`src/rtl/dmem_port_arbiter.sv`:
```
// dmem_port_arbiter: two-port round-robin arbiter in front of a single-port data memory.
// Optional macro DMEM_ARB_STATS_EN adds saturating per-port completed-transfer counters.
`default_nettype none

module dmem_port_arbiter #(
  parameter int AW      = 6,
  parameter int DW      = 32,
  parameter int MEM_LAT = 1
) (
  input  logic          clock,
  input  logic          reset,
  input  logic          r0_req,
  input  logic          r0_we,
  input  logic [AW-1:0] r0_addr,
  input  logic [DW-1:0] r0_wdata,
  output logic          r0_gnt,
  output logic          r0_done,
  output logic [DW-1:0] r0_rdata,
  input  logic          r1_req,
  input  logic          r1_we,
  input  logic [AW-1:0] r1_addr,
  input  logic [DW-1:0] r1_wdata,
  output logic          r1_gnt,
  output logic          r1_done,
  output logic [DW-1:0] r1_rdata,
  output logic [AW-1:0] mem_addr,
  output logic          mem_we,
  output logic          mem_re,
  output logic [DW-1:0] mem_wdata,
  input  logic [DW-1:0] mem_rdata,
  output logic          busy,
  output logic [15:0]   stat0_cnt,
  output logic [15:0]   stat1_cnt
);

  if (MEM_LAT < 1 || MEM_LAT > 15) begin : g_bad_lat
    $error("dmem_port_arbiter: MEM_LAT must be in 1..15");
  end

  typedef enum logic [1:0] {
    S_IDLE   = 2'd0,
    S_ACCESS = 2'd1,
    S_DONE   = 2'd2
  } state_t;

  localparam logic [3:0] LAT_INIT = 4'(MEM_LAT - 1);

  state_t        state_q, state_d;
  logic          owner_q, owner_d;
  logic          last_q, last_d;
  logic [3:0]    lat_q, lat_d;
  logic [AW-1:0] addr_q, addr_d;
  logic [DW-1:0] wdata_q, wdata_d;
  logic          we_q, we_d;
  logic          re_q, re_d;
  logic [DW-1:0] rdata0_q, rdata0_d;
  logic [DW-1:0] rdata1_q, rdata1_d;
  logic          sel;

  always_ff @(posedge clock or negedge reset) begin
    if (!reset) begin
      state_q  <= S_IDLE;
      owner_q  <= 1'b0;
      last_q   <= 1'b1;
      lat_q    <= 4'd0;
      addr_q   <= '0;
      wdata_q  <= '0;
      we_q     <= 1'b0;
      re_q     <= 1'b0;
      rdata0_q <= '0;
      rdata1_q <= '0;
    end else begin
      state_q  <= state_d;
      owner_q  <= owner_d;
      last_q   <= last_d;
      lat_q    <= lat_d;
      addr_q   <= addr_d;
      wdata_q  <= wdata_d;
      we_q     <= we_d;
      re_q     <= re_d;
      rdata0_q <= rdata0_d;
      rdata1_q <= rdata1_d;
    end
  end

  always_comb begin
    state_d  = state_q;
    owner_d  = owner_q;
    last_d   = last_q;
    lat_d    = lat_q;
    addr_d   = addr_q;
    wdata_d  = wdata_q;
    we_d     = we_q;
    re_d     = re_q;
    rdata0_d = rdata0_q;
    rdata1_d = rdata1_q;
    sel      = 1'b0;
    case (state_q)
      S_IDLE: begin
        if (r0_req || r1_req) begin
          // On a tie the port that did not finish last goes next.
          sel     = (r0_req && r1_req) ? ~last_q : r1_req;
          owner_d = sel;
          addr_d  = sel ? r1_addr : r0_addr;
          wdata_d = sel ? r1_wdata : r0_wdata;
          we_d    = sel ? r1_we : r0_we;
          re_d    = sel ? ~r1_we : ~r0_we;
          lat_d   = LAT_INIT;
          state_d = S_ACCESS;
        end
      end
      S_ACCESS: begin
        if (lat_q == 4'd0) begin
          if (re_q) begin
            if (owner_q) rdata1_d = mem_rdata;
            else         rdata0_d = mem_rdata;
          end
          we_d    = 1'b0;
          re_d    = 1'b0;
          last_d  = owner_q;
          state_d = S_DONE;
        end else begin
          lat_d = lat_q - 4'd1;
        end
      end
      S_DONE:  state_d = S_IDLE;
      default: state_d = S_IDLE;
    endcase
  end

  assign busy      = (state_q != S_IDLE);
  assign r0_gnt    = busy && !owner_q;
  assign r1_gnt    = busy && owner_q;
  assign r0_done   = (state_q == S_DONE) && !owner_q;
  assign r1_done   = (state_q == S_DONE) && owner_q;
  assign r0_rdata  = rdata0_q;
  assign r1_rdata  = rdata1_q;
  assign mem_addr  = addr_q;
  assign mem_wdata = wdata_q;
  assign mem_we    = we_q;
  assign mem_re    = re_q;

`ifdef DMEM_ARB_STATS_EN
  logic [15:0] stat0_q, stat1_q;

  always_ff @(posedge clock or negedge reset) begin
    if (!reset) begin
      stat0_q <= 16'd0;
      stat1_q <= 16'd0;
    end else if (state_q == S_DONE) begin
      if (!owner_q) begin
        if (stat0_q != 16'hFFFF) stat0_q <= stat0_q + 16'd1;
      end else begin
        if (stat1_q != 16'hFFFF) stat1_q <= stat1_q + 16'd1;
      end
    end
  end

  assign stat0_cnt = stat0_q;
  assign stat1_cnt = stat1_q;
`else
  assign stat0_cnt = 16'd0;
  assign stat1_cnt = 16'd0;
`endif

endmodule

`default_nettype wire

```
`config.mk`:
```
export PLATFORM = sky130hd
export DESIGN_NAME = dmem_port_arbiter
export DESIGN_NICKNAME = d
export VERILOG_FILES = /design/src/rtl/dmem_port_arbiter.sv
export SDC_FILE = /design/constraint.sdc
export NUM_CORES = 1
export LEC_CHECK = 0
export ABC_AREA = 0
export CORE_ASPECT_RATIO = 2
export CORE_MARGIN = 2
export CORE_UTILIZATION = 41
export CTS_CLUSTER_SIZE = 8
export DETAILED_ROUTE_END_ITERATION = 7
export PLACE_DENSITY_LB_ADDON = 0.1
export SLEW_MARGIN = 10
export SYNTH_ARGS = -nofsm -noshare
export SYNTH_HDL_FRONTEND = slang
export SYNTH_SLANG_ARGS = --single-unit
```
`constraint.sdc`:
```
create_clock -name clock -period 2.2 [get_ports clock]
set_input_delay 0.33 -clock clock [delete_from_list [all_inputs] [get_ports clock]]
set_output_delay 0.33 -clock clock [all_outputs]
set_load 0.02 [all_outputs]
```
Word-level counts from Yosys, hierarchy flattened
Index checks and enable logic that the tools add are counted. W data, S select, Z words.

Bits of input ports: 114. Register bits after elaboration: 112. Word-level logic and storage cells: 54.

Multiplexer cells: 16. Reductions and logical operators: 18. Bitwise operators: 4. $add $sub $neg: 1. Eq/ne operators: 5.

Operator list (number): $mux W32 (1); $mux W4 (2); $pmux W4 S2 (1); $reduce_and A4 Y1 (2); $mux W1 (6); $mux W6 (1); $ne A2 B2 Y1 const B (3); $reduce_and A2 Y1 (3); $reduce_and A3 Y1 (2); $logic_and A1 B1 Y1 (5); $logic_not A4 Y1 (1); $mux W2 (2); $not A1 Y1 (4); $pmux W1 S2 (2); $pmux W2 S2 (1); $reduce_bool A2 Y1 (2); $sub A4 B1 Y4 const B (1); $eq A2 B1 Y1 const B (1); $eq A2 B2 Y1 const B (1); $logic_not A2 Y1 (1); $logic_not A1 Y1 (1); $logic_or A1 B1 Y1 (1).

Longest topological paths before layout
Depth in word-level cells: 5. Gate-level depth with buffers: 6.

Worst setup path after synthesis
Ideal clock, no wire load.

Path type: register to output. From: reg state_q[0]. To: out r1_gnt. Setup slack: 0.468 ns. Arrival time: 1.402 ns. Stages on the path, launching flop included: 6. Cell sequence: dfrtp_1 > nor2_1 > inv_1 > clkbuf_1 > clkbuf_1 > and2_1.

Longest elaborated chain between the ends: 2.

RTL lines: start: declaration (RTL line 48) `state_t state_q, state_d;`; start signal: assignment (RTL line 73) `state_q <= state_d;`; $reduce_bool A2 Y1 (RTL line 131) `assign busy = (state_q != S_IDLE);`; via busy (RTL line 31) `output logic busy,`; $logic_and A1 B1 Y1 (RTL line 133) `assign r1_gnt = busy && owner_q;`; end: declaration (RTL line 23) `output logic r1_gnt,`.

The timed path passes the listed nets, and every way through them passes these cells.

Worst setup path in the final report
From: reg state_q[0]. To: out r1_gnt.

Longest elaborated chain between the ends: 2.

RTL lines (RTL line): $reduce_bool A2 Y1 (131); $logic_and A1 B1 Y1 (133).

Every way passes these cells.

==> metrics.md <==
| Metric | Value |
|---|---|
| Internal power | 7.10 mW |
| Sw Share | a little under two fifths |
| Total core area | between 10000 and 15000 µm² |
| Die area | roughly 14000 µm² |
| Dpl hpwl | just under 10000 µm |
| Starting Density | a little over two fifths |
| Die extent in x | roughly 84 µm |
| Iteration-0 DRC Markers | 56 |
| RSZ-0062 raised after global routing | false |
| CP Cell Sequence | nor2_2 -> inv_1 -> and2_1 -> clkdlybuf4s50_1 |
| Placed Instances | about 740 |
| Setup TNS Final | 0 ns |
| Post-synthesis register bit count | ~110 |
| Req. time, crit path | 1.87 ns |
| PortBufs | around 220 |
| Status | finished, final reports clean |
| Worst R2R Path Depth | 6 |
| I/O Pins | around 260 |
| Compound-gate portion of the synthesized area | around 8.8% |
| Fmax | 484 MHz |
| Worst setup EP type | primary output |
| Final slew viol count | 0 |
| Final setup viols | 0 |
| Share of post-route cells with drive strength above 1 | ~17% |
| Worst-path fanout max | 5 |
| Mux contribution to synthesized area | a little over a quarter |
| Hold Fails Final Rpt | 0 |
| P_sw | just over 4 mW |
| Post-route ant nets | 0 |
| Vias in the first global route | roughly 4000 |
| Setup crit start kind | flip-flop |
| Largest family of logic cells by synthesized area | multiplexers |
| Sink Count | 112 |
| Post-route DRC | 0 |
| Final worst path period share | a little over nine tenths |
| First-pass GRT wire length | ~21000 µm |
| LEAKAGE | roughly 3.5 nW |
| Synth cell types | 31 |
| Clk_lat worst skew | between 0.3 and 0.4 ns |
| Nets | a little over 700 |
| Via count | ~3800 |
| Initial antenna violation count | 0 |
| Worst vdd ir | a little over 0.8 mV |
| Final WL | 13300 µm |
| Synth warnings | 0 |
| Synth Area in Simple Gates | 2.88% |
| Clock Power Share | 14.9% |
| Via density | between 4 and 5 |
| Seq pwr share | around a third |
| Mapped Cells | between 300 and 400 |
| Max stage delay on crit path | between 0.5 and 0.6 ns |
| Antenna cell count | 0 |
| Hold crit path type | primary input to asynchronous set/reset pin |
| GRT Total Usage | 19.2% |
| Adder-Cell Fraction of Synth Area | less than 1% |
| GP Congestion | approximately 0.78 |
| Clock buffer depth | 2 |
| Global route overflow | 0 |
| Worst EP arrival | 1.74 ns |
| Combinational share of power | 52.5% |
| Root buffer cell | clkbuf_16 |
| DR pass1 iterations | 4 |
| Xor and xnor area share after synthesis | 0% |
| H-tree depth | 3 |
| Final min period | just over 2 ns |
| Power Density | 1440 nW/µm² |
| Slowest cell on crit path | clkdlybuf4s50_1 |
| Total CTS buffers | 9 |
| Most common cell after layout, fill and taps aside | clkdlybuf4s50_1 |
| Mean post-synth cell area | 13.5 µm² |
| Clock slew at reported path FFs | approximately 0.08 ns |
| Cell Area, Synth | between 5000 and 6000 µm² |
| Area grow syn2layout | 50.3% |
| Commonest non-fill, non-tap cells in the layout | 220 x clkdlybuf4s50_1, 111 x dfrtp_1, 81 x o21ai_0 |
| Min Hold Slack | about 0.45 ns |
| CTS tree | yes |
| Fin cells | ~760 |
| Number of fill cells | 1054 |
| Maxcap violations | 0 |
| Register area share after synthesis | 53.9% |
| WS Path Type | flip-flop to primary output |
| Rows | slightly below 60 |
| Wire per inst | between 15 and 20 µm |
| Largest net degree at the start of global routing | 53 |
| Postcts setup bufs | 0 |
| Die Y | about 160 µm |
| Final Skew | approximately 0.011 ns |
==> registers in the layout, indices dropped and copies added (netlist names) <==
signal / cells
r1_rdata: 32
state_q: 2
owner_q: 1
mem_we: 1
mem_addr: 6
mem_re: 1
mem_wdata: 32
lat_q: 4
r0_rdata: 32
last_q: 1
==> cells in the mapped netlist (all sizes together) <==
cell,count,area share [%]
mux2i,41,7.9
o221ai,1,0.17
and3b,1,0.17
nor3,1,0.096
nor3b,2,0.50
and2b,1,0.14
mux2,66,19
o21ai,82,7.9
dfstp,1,0.50
o31ai,1,0.14
nand2b,1,0.12
conb,1,0.072
or3b,1,0.17
clkbuf,13,0.94
buf,42,6.3
inv,3,0.22
nand4,1,0.41
o2bb2ai,1,0.17
dfrtp,111,53
a21boi,1,0.14
nor2,5,0.41
ha,2,0.48
nand3,3,0.29
and2,1,0.12
o22ai,2,0.24
nand4b,1,0.46
==> metrics by stage <==
| stage | util [%] | power [mW] | setup slack (ns) | area [µm²] |
|---|---|---|---|---|
| 6_report | 62.7 | 11.2 | 0.132 | 7820 |
| 5_1_grt | 62.7 | 11.8 | 0.0584 | 7820 |
| 4_1_cts | 62.7 | 11.4 | 0.0656 | 7820 |
| 3_5_place_dp | 60.1 | 9.66 | 0.282 | 7510 |
| 3_3_place_gp | 60.1 | 9.53 | 0.340 | 7510 |
| 2_1_floorplan | - | 6.83 | 0.468 | 5320 |
==> area by class of cell <==
type,instances,area [µm²],area share (%)
tap,150,188,2.40
timing repair buffer,233,2370,30.2
clock inverter,6,75.1,0.960
multi-input combinational,247,2150,27.5
sequential,112,2800,35.8
clock buffer,10,229,2.93
inverter,3,11.3,0.144
==> power groups by stage <==
stage | logic, mW | registers [mW] | clock network [mW]
2_1_floorplan | 2.02 | 4.81 | 0
5_1_grt | 6.23 | 3.81 | 1.80
3_3_place_gp | 5.89 | 3.64 | 0
3_5_place_dp | 5.96 | 3.70 | 0
4_1_cts | 5.98 | 3.67 | 1.73
6_report | 5.90 | 3.67 | 1.67
==> path summary, 6_finish.rpt <==
check | startpoint | end | slack, ns
max in group asynchronous | reset | r1_rdata[9] | 1.13
min reg2reg | mem_wdata[24] | mem_wdata[24] | 0.51
min | reset | r0_rdata[19] | 0.45
max reg2reg | lat_q[0] | r1_rdata[8] | 0.33
min in group clock | mem_wdata[24] | mem_wdata[24] | 0.51
max | state_q[0] | r1_gnt | 0.13
==> logic make-up after synthesis <==
group | count (synthesis)
AND/OR/NAND/NOR | 18
adder cells (fa/ha/maj) | 2
flip-flops | 112
AO/OA/AOI/OAI | 88
multiplexers | 107
other | 1
buffers and inverters | 58
==> critical path, delay by kind of cell (launching register included) <==
kind                   cells  cell delay, ns
flip-flops                 1            0.42
AND/OR/NAND/NOR            2            0.36
buffers and inverters      2            0.62
==> routing by layer <==
layer | GRT usage (%) | wire length [µm]
met1 | 21.6 | 4820
met2 | 35.0 | 7350
met3 | 4.90 | 881
met4 | 6.67 | 268
met5 | 0 | 0
==> timing repair <==
action,in CTS,in global routing
setup endpoints to repair,1,1
endpoints found under the hold margin,25,0
hold buffers,1,0
gates resized for setup,1,1
Power figures use the tool's default switching activity.
==> RTL change, RTL diff (config.mk and constraints unchanged) <==
The parameter `DW` goes from 32 to 64.
--- a/src/rtl/dmem_port_arbiter.sv
+++ b/src/rtl/dmem_port_arbiter.sv
@@ -6,3 +6,3 @@
   parameter int AW      = 6,
-  parameter int DW      = 32,
+  parameter int DW      = 64,
   parameter int MEM_LAT = 1
Ports: changed (6 resized); port bits go from 255 to 447. The function was not compared with the original's and may differ.
==> RTL change against the original RTL <==
  * Synthesized cell count is 72% higher
  * Combinational power grew 73%
  * Fmax is 2.9% lower
  * Setup slack worse by 0.061 ns
  * Area after synthesis is 69% higher
  * Design area increased by 80%
  * Critical path depth down 2
  * Worst hold slack got worse by 0.084 ns
  * Total power is 85% higher
  * Sequential cell count grew 96
  * Wire length rose by 99%
  * Critical path type unchanged
==> RTL change: results (changes against the original RTL) <==
\begin{tabular}{lr}
\hline
Metric & Value \\
\hline
\multicolumn{2}{l}{\textbf{Outcome}} \\
\quad Result of the run & finished, final reports clean \\
\multicolumn{2}{l}{\textbf{Clocking}} \\
\quad Number of buffers created by CTS & 29 (+20) \\
\quad Clock latency on the worst-skew pair & 0.54 ns (+0.19 ns) \\
\quad Maximum level of the CTS H-tree & 1 (-2) \\
\quad Number of buffers on the longest clock path & 3 (+1) \\
\quad Clk slew on worst S/H paths & 0.05 ns (-0.03 ns) \\
\multicolumn{2}{l}{\textbf{Synthesis}} \\
\quad Synthesized area per cell & 13.24 um\^{}2 (-1.8\%) \\
\quad Count of distinct cell types in the synthesized netlist & 29 (-6.5\%) \\
\quad Cells taking the most area after synthesis & sky130\_fd\_sc\_hd\_\_dfrtp\_1 59\%, sky130\_fd\_sc\_hd\_\_mux2\_2 17\%, sky130\_fd\_sc\_hd\_\_mux2i\_1 8.3\% \\
\quad Most frequent cells after synthesis & 207 x sky130\_fd\_sc\_hd\_\_dfrtp\_1, 145 x sky130\_fd\_sc\_hd\_\_o21ai\_0, 130 x sky130\_fd\_sc\_hd\_\_mux2\_2 \\
\multicolumn{2}{l}{\textbf{Place}} \\
\quad Routability Congestion & 0.8320 (+7.3\%) \\
\quad Half-perimeter wire length after detailed placement & 19840 um (+100\%) \\
\multicolumn{2}{l}{\textbf{Cells and area}} \\
\quad Total area of multi-input combinational cells & 3261 um\^{}2 (+52\%) \\
\quad Final Net Count & 1301 (+80\%) \\
\multicolumn{2}{l}{\textbf{Pwr}} \\
\quad Worst IR drop on VDD & 875.7 uV (+6.9\%) \\
\quad Internal power & 13.14 mW (+85\%) \\
\quad Sequential group power & 6.64 mW (+81\%) \\
\multicolumn{2}{l}{\textbf{Drt}} \\
\quad Initial detailed-routing violation count & 242 (+330\%) \\
\quad Mean routed wirelength per cell & 19.37 um (+11\%) \\
\quad Number of vias per cell after detailed routing & 5.012 (+1.1\%) \\
\multicolumn{2}{l}{\textbf{Worst setup path}} \\
\quad Slowest stage delay, CP & 0.63 ns (+0.08 ns) \\
\quad Cell depth of the worst flop-to-flop path & 7 (+1) \\
\quad Register-to-register setup slack & 0.14 ns (-0.19 ns) \\
\multicolumn{2}{l}{\textbf{Global routing}} \\
\quad Pin count of the biggest net entering global routing & 65 (+23\%) \\
\quad Via count of the first global-routing pass & 7245 (+80\%) \\
\quad Global-route wire length before repair & 40160 um (+91\%) \\
\multicolumn{2}{l}{\textbf{Timing}} \\
\quad Maximum clock skew at final layout & 0.02660 ns (+0.01534 ns) \\
\hline
\end{tabular}
[RTL change: cell types whose count changed in the layout (fill, tap and decap cells not counted), moves of 32 or more]
cell / before / now
sky130_fd_sc_hd__mux2_2: 6 / 130
sky130_fd_sc_hd__clkdlybuf4s50_1: 220 / 409
sky130_fd_sc_hd__dfrtp_1: 111 / 206
sky130_fd_sc_hd__mux2_4: 60 / 0
sky130_fd_sc_hd__o21ai_0: 81 / 145
sky130_fd_sc_hd__mux2i_1: 41 / 73
[RTL change: cell type report]
type                            count  area share, %
Sequential cell                   208          36.98
Inverter                            3        0.07996
Multi-Input combinational cell    408          23.15
Tap cell                          269          2.390
Timing Repair Buffer              439          31.92
Clock buffer                       41          5.473
[RTL change: worst paths after layout]
kind	to
setup / recovery	r1_done
hold / removal	r1_rdata[60]
setup reg to reg	r1_rdata[13]
hold reg to reg	lat_q[3]
max in group asynchronous	last_q
min in group clock	mem_wdata[14]
[RTL change: cells by family (layout without fill, tap and decap cells)]
kind of cell / count (synthesis) / after routing / synth area share (%)
DFF: 208 / 208 / 59.14
muxes: 203 / 203 / 24.93
AOI/OAI and AO/OA: 151 / 151 / 8.727
buffers and inverters: 80 / 483 / 5.486
and+or+nand+nor: 20 / 20 / 1.393
adders and majority gates: 2 / 2 / 0.2842
other: 1 / 32 / 0.04260
[RTL change: timing repair]
action,CTS,global route
endpoints found under the hold margin,56,0
cloned,0,1
pin swaps,0,1
hold buffers,1,0
setup endpoints to repair,3,66
gates resized for setup,3,3
buffers inserted,0,1
[RTL change: per-layer routing]
layer / GRT usage (%) / share of wire (%) / up-vias
met5: 0 / 0 / -
met4: 11.54 / 5.1 / 0
met3: 6.233 / 8.1 / 73
met2: 40.88 / 53 / 323
met1: 23.79 / 33 / 3317
li1: - / - / 3143
